## src/rtl/mem_stage_pkg.sv

```systemverilog
// Shared constants for the MEM pipeline stage.
// Bus widths, load op encodings and the load-wait FSM states.
package mem_stage_pkg;

  localparam int ES_TO_MS   = 74;
  localparam int MS_TO_WS   = 70;
  localparam int RF_COLLECT = 39;

  localparam logic [2:0] MOP_LD_W  = 3'b000;
  localparam logic [2:0] MOP_LD_B  = 3'b001;
  localparam logic [2:0] MOP_LD_H  = 3'b010;
  localparam logic [2:0] MOP_LD_BU = 3'b011;
  localparam logic [2:0] MOP_LD_HU = 3'b100;

  typedef enum logic [1:0] {
    ST_IDLE = 2'd0,
    ST_WAIT = 2'd1,
    ST_HOLD = 2'd2
  } ms_state_e;

endpackage

```

## src/rtl/mem_stage_load_ext.sv

```systemverilog
// load_ext: picks and extends the loaded byte/half/word.
// In: mem_op[2:0], addr[1:0], rdata[31:0]; out: res[31:0].
module load_ext
  import mem_stage_pkg::*;
(
  input  logic [2:0]  mem_op,
  input  logic [1:0]  addr,
  input  logic [31:0] rdata,
  output logic [31:0] res
);

  logic [7:0]  b;
  logic [15:0] h;

  always_comb begin
    unique case (addr)
      2'd0:    b = rdata[7:0];
      2'd1:    b = rdata[15:8];
      2'd2:    b = rdata[23:16];
      default: b = rdata[31:24];
    endcase
    h = addr[1] ? rdata[31:16] : rdata[15:0];
    unique case (1'b1)
      mem_op == MOP_LD_B:  res = {{24{b[7]}}, b};
      mem_op == MOP_LD_H:  res = {{16{h[15]}}, h};
      mem_op == MOP_LD_BU: res = {24'd0, b};
      mem_op == MOP_LD_HU: res = {16'd0, h};
      default:             res = rdata;
    endcase
  end

endmodule

```

## src/rtl/mem_stage.sv

```systemverilog
// mem_stage: pipeline MEM stage, waits for load data and forwards to WB.
// Ports: clk, resetn, EX handshake/bus, data_sram return, WB handshake/bus, ID collect.
module mem_stage
  import mem_stage_pkg::*;
(
  input  logic                  clk,
  input  logic                  resetn,
  input  logic                  es_to_ms_valid,
  input  logic [ES_TO_MS-1:0]   es_to_ms_bus,
  output logic                  ms_allowin,
  input  logic                  data_sram_data_ok,
  input  logic [31:0]           data_sram_rdata,
  input  logic                  ws_allowin,
  output logic                  ms_to_ws_valid,
  output logic [MS_TO_WS-1:0]   ms_to_ws_bus,
  output logic [RF_COLLECT-1:0] ms_rf_collect
);

  logic                ms_valid;
  logic [ES_TO_MS-1:0] ms_bus;
  ms_state_e           state;
  ms_state_e           state_nx;
  logic [31:0]         ld_buf;

  logic        res_from_mem;
  logic        rf_we;
  logic [4:0]  rf_waddr;
  logic [31:0] alu_result;
  logic [2:0]  mem_op;
  logic [31:0] pc;

  assign {res_from_mem, rf_we, rf_waddr,
          alu_result, mem_op, pc} = ms_bus;

  logic        ms_ready_go;
  logic        accept;
  logic        ld_accept;
  logic [31:0] ld_src;
  logic [31:0] ld_val;
  logic [31:0] final_result;

  assign ms_ready_go = ~res_from_mem
                     | (state == ST_HOLD)
                     | ((state == ST_WAIT) & data_sram_data_ok);

  assign ms_allowin     = ~ms_valid | (ms_ready_go & ws_allowin);
  assign ms_to_ws_valid = ms_valid & ms_ready_go;

  assign accept    = es_to_ms_valid & ms_allowin;
  assign ld_accept = accept & es_to_ms_bus[ES_TO_MS-1];

  // Buffered data only once WB has stalled a returned load.
  assign ld_src = (state == ST_HOLD) ? ld_buf : data_sram_rdata;

  load_ext u_ext (
    .mem_op (mem_op),
    .addr   (alu_result[1:0]),
    .rdata  (ld_src),
    .res    (ld_val)
  );

  assign final_result = res_from_mem ? ld_val : alu_result;

  assign ms_to_ws_bus  = {rf_we, rf_waddr, final_result, pc};
  assign ms_rf_collect = {res_from_mem & ms_valid, rf_we & ms_valid,
                          rf_waddr, final_result};

  // A newly accepted load overrides the exit of the old one.
  always_comb begin
    state_nx = state;
    unique case (state)
      ST_WAIT: if (data_sram_data_ok)
                 state_nx = ws_allowin ? ST_IDLE : ST_HOLD;
      ST_HOLD: if (ws_allowin) state_nx = ST_IDLE;
      default: ;
    endcase
    if (ld_accept) state_nx = ST_WAIT;
  end

  always_ff @(posedge clk or negedge resetn) begin
    if (!resetn) begin
      ms_valid <= 1'b0;
      ms_bus   <= '0;
      state    <= ST_IDLE;
      ld_buf   <= '0;
    end else begin
      state <= state_nx;
      if (ms_allowin) ms_valid <= es_to_ms_valid;
      if (accept) ms_bus <= es_to_ms_bus;
      if ((state == ST_WAIT) & data_sram_data_ok & ~ws_allowin)
        ld_buf <= data_sram_rdata;
    end
  end

endmodule

```

## config.mk

```make
export PLATFORM = sky130hd
export DESIGN_NAME = mem_stage
export DESIGN_NICKNAME = d
export VERILOG_FILES = /design/src/rtl/mem_stage_pkg.sv /design/src/rtl/mem_stage_load_ext.sv /design/src/rtl/mem_stage.sv
export SDC_FILE = /design/constraint.sdc
export NUM_CORES = 1
export LEC_CHECK = 0
export CAP_MARGIN = 20
export CORE_MARGIN = 2
export CORE_UTILIZATION = 49
export DETAILED_ROUTE_END_ITERATION = 16
export GPL_TIMING_DRIVEN = 0
export PLACE_DENSITY_LB_ADDON = 0.1
export RECOVER_POWER = 100
export SKIP_LAST_GASP = 1
export SLEW_MARGIN = 20
export SYNTH_ARGS = -nofsm -noshare
export SYNTH_HDL_FRONTEND = slang
export SYNTH_SLANG_ARGS = --single-unit
```

## constraint.sdc

```tcl
create_clock -name clk -period 3.1 [get_ports clk]
set_input_delay 0.62 -clock clk [delete_from_list [all_inputs] [get_ports clk]]
set_output_delay 0.62 -clock clk [all_outputs]
set_load 0.01 [all_outputs]
```

# --- Word level (Yosys, flattened, before mapping) ---
# Index checks and enable logic that the tools add are counted.
op_classes:
  div_mod_pow: 0
  bitwise: 14
  eq_ne: 10
  n_mux: 10
  n_mul: 0
  reduce_logical: 3
  magnitude_cmp: 0
  n_shift: 0
  add_sub_neg: 0
ops:
  columns: ["operator", "n"]
  rows:
  - ["$pmux 32 s4", 1]
  - ["$mux 32", 2]
  - ["$pmux 8 s3", 1]
  - ["$mux 16", 1]
  - ["$and 1x1->1", 8]
  - ["$mux 2", 4]
  - ["$eq 3x2->1 const B", 2]
  - ["$ne 3x3->1 const B", 2]
  - ["$eq 2x1->1 const B", 2]
  - ["$eq 2x2->1 const B", 2]
  - ["$pmux 2 s2", 1]
  - ["$eq 3x1->1 const B", 1]
  - ["$eq 3x3->1 const B", 1]
  - ["$not 1->1", 3]
  - ["$or 1x1->1", 3]
  - ["$reduce_and 3->1", 1]
  - ["$reduce_bool 3->1", 1]
  - ["$logic_not 2->1", 1]
totals:
  memories: 0
  ff_bits: 109
  latchBits: 0
  wordCells: 41
  ram_bits: 0
  rom_bits: 0

# --- Depth between registers and ports, before layout ---
logic_depth:
  ltp_word: 9
  ltp_mapped: 9
  depth_no_buf: 5

# --- Cells and area by module ---
# Synthesis repeated with hierarchy kept, for this count alone.
hier_totals:
  hier_cells: 627
  area_unflattened_um2: 7131.8
modules_own_cells:
  columns: ["module", "n_inst", "seq_area_each_um2", "cells_per_inst", "area_each_um2"]
  rows:
  - ["mem_stage", 1, 2727.6, 394, 5472.7]
  - ["load_ext", 1, 0.0, 233, 1659.1]

# --- Worst setup path after synthesis ---
# Ideal clock, no wire load.
synth_timing:
  kind: "reg2out"
  startpoint: "register state[0]"
  endpoint: "output port ms_to_ws_bus[53]"
  path_slack_ns: 0.607
  t_arrival_ns: 1.873
  required_time_ns: 2.480
  path_buffers: 3
  stages_incl_launch_ff: 9
  path_cell_list: "dfrtp_1 > nand2b_1 > buf_6 > mux2i_1 > mux2i_1 > nand3_1 > buf_2 > a31oi_1 > buf_4"
synth_between:
  elab_chain_len: 5
  elab_cells_between_ends: 6
  classes_between: "eq/ne (1); mux (5)"
synth_lines:
  columns: ["element", "line_no", "rtl"]
  rows:
  - ["from (decl)", "mem_stage.sv:21", "ms_state_e state;"]
  - ["from (signal assigned)", "mem_stage.sv:87", "state <= state_nx;"]
  - ["$eq 2x2->1 *", "mem_stage.sv:53", "assign ld_src = (state == ST_HOLD) ? ld_buf : data_sram_rdata;"]
  - ["$mux 32 *", "mem_stage.sv:53", null]
  - ["$pmux 8 s3 / $mux 16 (equally long branches)", "mem_stage_load_ext.sv:16, mem_stage_load_ext.sv:22", null]
  - ["$pmux 32 s4 *", "mem_stage_load_ext.sv:23", "unique case (1'b1)"]
  - ["$mux 32 *", "mem_stage.sv:62", "assign final_result = res_from_mem ? ld_val : alu_result;"]
  - ["to (decl)", "mem_stage.sv:15", "output logic [MS_TO_WS-1:0] ms_to_ws_bus,"]
# Every way passes the cells marked *; elsewhere a longest branch is shown, timed or not.

# --- Final worst setup path ---
layout_timing:
  startpoint: "register state[0]"
  endpoint: "output port ms_to_ws_bus[42]"
# Same word-level chain as after synthesis.

==> flow_metrics.tcl <==
set metrics [dict create \
    drt_iter0_drc 298 \
    fin_crit_ns 3.310 \
    hold_class "reg -> reg" \
    synth_compound_area_share_pct 9.807 \
    finalSetupViolations 15 \
    ir_drop_uv 566.5 \
    hold_viol_final 0 \
    worst_ep_required_time_ns 2.48 \
    yosys.area_share.simple_pct 4.610 \
    synth.top_cell.area_share_pct 45.68 \
    wl_mm 20.33 \
    slew_viol_final 0 \
    crit_path_max_fanout 7 \
    end_kind "output pin" \
    ys_ff_latch 109 \
    start_util_pct 49.92 \
    synth_area_sq_mm 0.005971 \
    route.met3.wl_mm 1.379 \
    synthXorXnorAreaFrac_pct 0.4401 \
    fmax_mhz 302.1 \
    fillerInstances 660 \
    synth_top_family_by_area "multiplexers" \
    highest_layer "met4" \
    clock_sinks 109 \
    routedWlPerCell_um 21.84 \
    grt_pass1_vias 5515 \
    overflow 0 \
    violations "setup timing" \
    multiInputGateArea_sq_mm 0.003306 \
    ys_warn_count 0 \
    powerDensity_mw_per_mm2 1163 \
    slew_headroom_pct 2.528 \
    worstPathArrival_ns 2.69 \
    drv_cap 0 \
    synth_edf_count 0 \
    grt_pass1_wl_mm 29.01 \
    die_h_um 114.4 \
    nets 890 \
    postLayoutCoreUtil_pct 82.38 \
    syn_to_final_growth_pct 65.05 \
    rsz0062_at_grt "yes" \
    dp_cells 874 \
    skew_ns 0.006108 \
    port_buffers 221 \
    rows 40 \
    coreArea_sq_mm 0.01196 \
    fp.dieW_um 114.4 \
    antenna_found_initial 0 \
    cts.clk_slew.worst_paths_ns 0.07 \
    insertion_delay_ns 0.35 \
    drcViolationCount 0 \
    drt-met1-wl_mm 7.346 \
    cts-root-buf "clkbuf_16" \
    register_area_sq_mm 0.002731 \
    drive_gt1_share_pct 48.21 \
    ys_seq_area_share_pct 45.68 \
    synth_top_flop_cell "dfrtp_1" \
    synth_nets 616 \
    leakage_nw 4.219 \
    cts_max_path_buffers 2 \
    route.met2.wl_mm 10.52 \
    worstMarginPinSlew_ns 1.462 \
    synth.area.mux_share_pct 26.87 \
    synth_fa_ha_area_share_pct 0 \
    cts_hold_buf 0 \
    grtUsageTotal_pct 29.15 \
    n_antenna_cell 0 \
    synth_area_leaders "dfrtp_1 (46%), mux2_2 (18%), buf_4 (10%), mux2i_1 (6.9%), o21a_1 (2.0%)" \
    drtAntennaViolNets 0 \
    first_pass_iters 4 \
    gp_congestion 0.9002 \
    cts_buffers 9 \
    setup.worst_path.class "reg -> out" \
    syn_inst 505 \
    cts_max_level 3 \
    ys_types 34 \
    cts_tree "done" \
    grt_max_degree 60 \
    dieArea_sq_mm 0.01308 \
    async_flop_share_pct 100.0 \
    via_per_inst 5.646 \
    synth_most_common_cell "dfrtp_1" \
    post-route-period-util_pct 106.8 \
    postSynthAreaPerCell_sq_um 11.82 \
    yosys-top-cells-count "dfrtp_1 (109), mux2_2 (98), buf_4 (80)" \
    startpoint_type "flop" \
    hpwl_mm 13.00 \
    instances_no_fill 931 \
    final.setup.worst_slack_ns -0.2098 \
    synth_top_area_cell "dfrtp_1" \
    status "finished, violations left" \
    pin_count 222 \
    vias 5256 \
]
## sequential cells by signal (all words and copies together), names as in the netlist
| name | cells |
|---|---|
| ms_bus | 74 |
| ld_buf | 32 |
| ms_valid | 1 |
| state | 2 |
## worst max-delay path, stage by stage, from the launching register on
cell	delay, ns
dfrtp_1	0.40
nand2b_4	0.16
buf_12	0.15
mux2i_4	0.22
a31oi_4	0.25
o211ai_4	0.17
buf_6	0.17
a21oi_4	0.17
buf_4	0.12
clkdlybuf4s50_1	0.52
## cell usage in the layout (no fill, tap or decap), types with 8 or more instances in the layout
| master | Yosys | routed |
|---|---|---|
| dlygate4sd2_1 | 0 | 21 |
| clkbuf_16 | 0 | 9 |
| nand3_1 | 11 | 10 |
| dfrtp_1 | 109 | 106 |
| a2bb2oi_2 | 0 | 8 |
| o21a_1 | 16 | 16 |
| mux2i_4 | 0 | 20 |
| a31oi_4 | 0 | 16 |
| buf_4 | 80 | 102 |
| mux2i_1 | 41 | 8 |
| mux2_2 | 98 | 98 |
| clkbuf_1 | 7 | 15 |
| nand2b_1 | 11 | 10 |
| nor2_1 | 21 | 19 |
| clkdlybuf4s50_1 | 0 | 108 |
| o21ai_0 | 11 | 10 |
| buf_6 | 4 | 18 |
| mux2i_2 | 0 | 13 |
| clkbuf_2 | 0 | 29 |
| dlygate4sd3_1 | 0 | 47 |
## where the power goes
group / internal, mW / switching [mW]
Sequential: 2.14 / 0.550
Combinational: 4.09 / 3.45
Clock: 0.709 / 0.522
## metal layers
layer  GRT usage [%]  vias up
met5               0        -
met4           16.59        0
met3           5.982       76
met2           50.34      293
met1           33.63     2608
li1                -     2279
## cells by family after synthesis
kind of cell | Yosys count
muxes | 145
buffers and inverters | 108
AOI/OAI and AO/OA | 87
xor gates and xnor gates | 3
DFF | 109
and+or+nand+nor | 53
## layout make-up
| class | instances | share of cell area, % |
|---|---|---|
| multi-input combinational | 288 | 33.54 |
| clock inverter | 6 | 0.8761 |
| sequential | 109 | 27.72 |
| clock buffer | 10 | 2.324 |
| tap | 147 | 1.866 |
| inverter | 4 | 0.1524 |
| timing repair buffer | 266 | 25.88 |
| buffer | 101 | 7.643 |
## path summary, 6_finish.rpt
kind                       startpoint          endpoint  slack, ns  cells past startpoint
max                          state[0]  ms_to_ws_bus[42]      -0.21                      9
min                         ms_bus[4]         ms_bus[4]       0.51                      1
max reg2reg                  state[0]        ms_bus[62]       0.31                      9
min reg2reg                 ms_bus[4]         ms_bus[4]       0.51                      1
max in group asynchronous      resetn        ms_bus[36]       0.40                      2
min in group asynchronous      resetn        ld_buf[27]       0.54                      1
## per-stage QoR
| step | power (mW) | setup TNS [ns] | setup slack [ns] | instance area (sq um) | hold slack (ns) |
|---|---|---|---|---|---|
| after CTS | 11.03 | -0.8524 | -0.2084 | 9686 | 0.2286 |
| after floorplan | 6.089 | 0 | 0.6069 | 5971 | 0.3244 |
| after global placement | 8.974 | -315.96 | -2.740 | 8367 | 0.4881 |
| after detailed placement | 9.161 | -20.50 | -0.5065 | 8396 | 0.4946 |
| after global routing | 11.96 | -2.664 | -0.2463 | 9854 | 0.5172 |
| final | 11.46 | -0.8730 | -0.2098 | 9854 | 0.5065 |
## what timing repair did
item	4_1_cts	5_1_grt
setup buffers	19	21
resized for setup	225	99
pin swaps	21	17
setup endpoints to repair	64	53
gates cloned	5	0
Power figures use the tool's default switching activity.
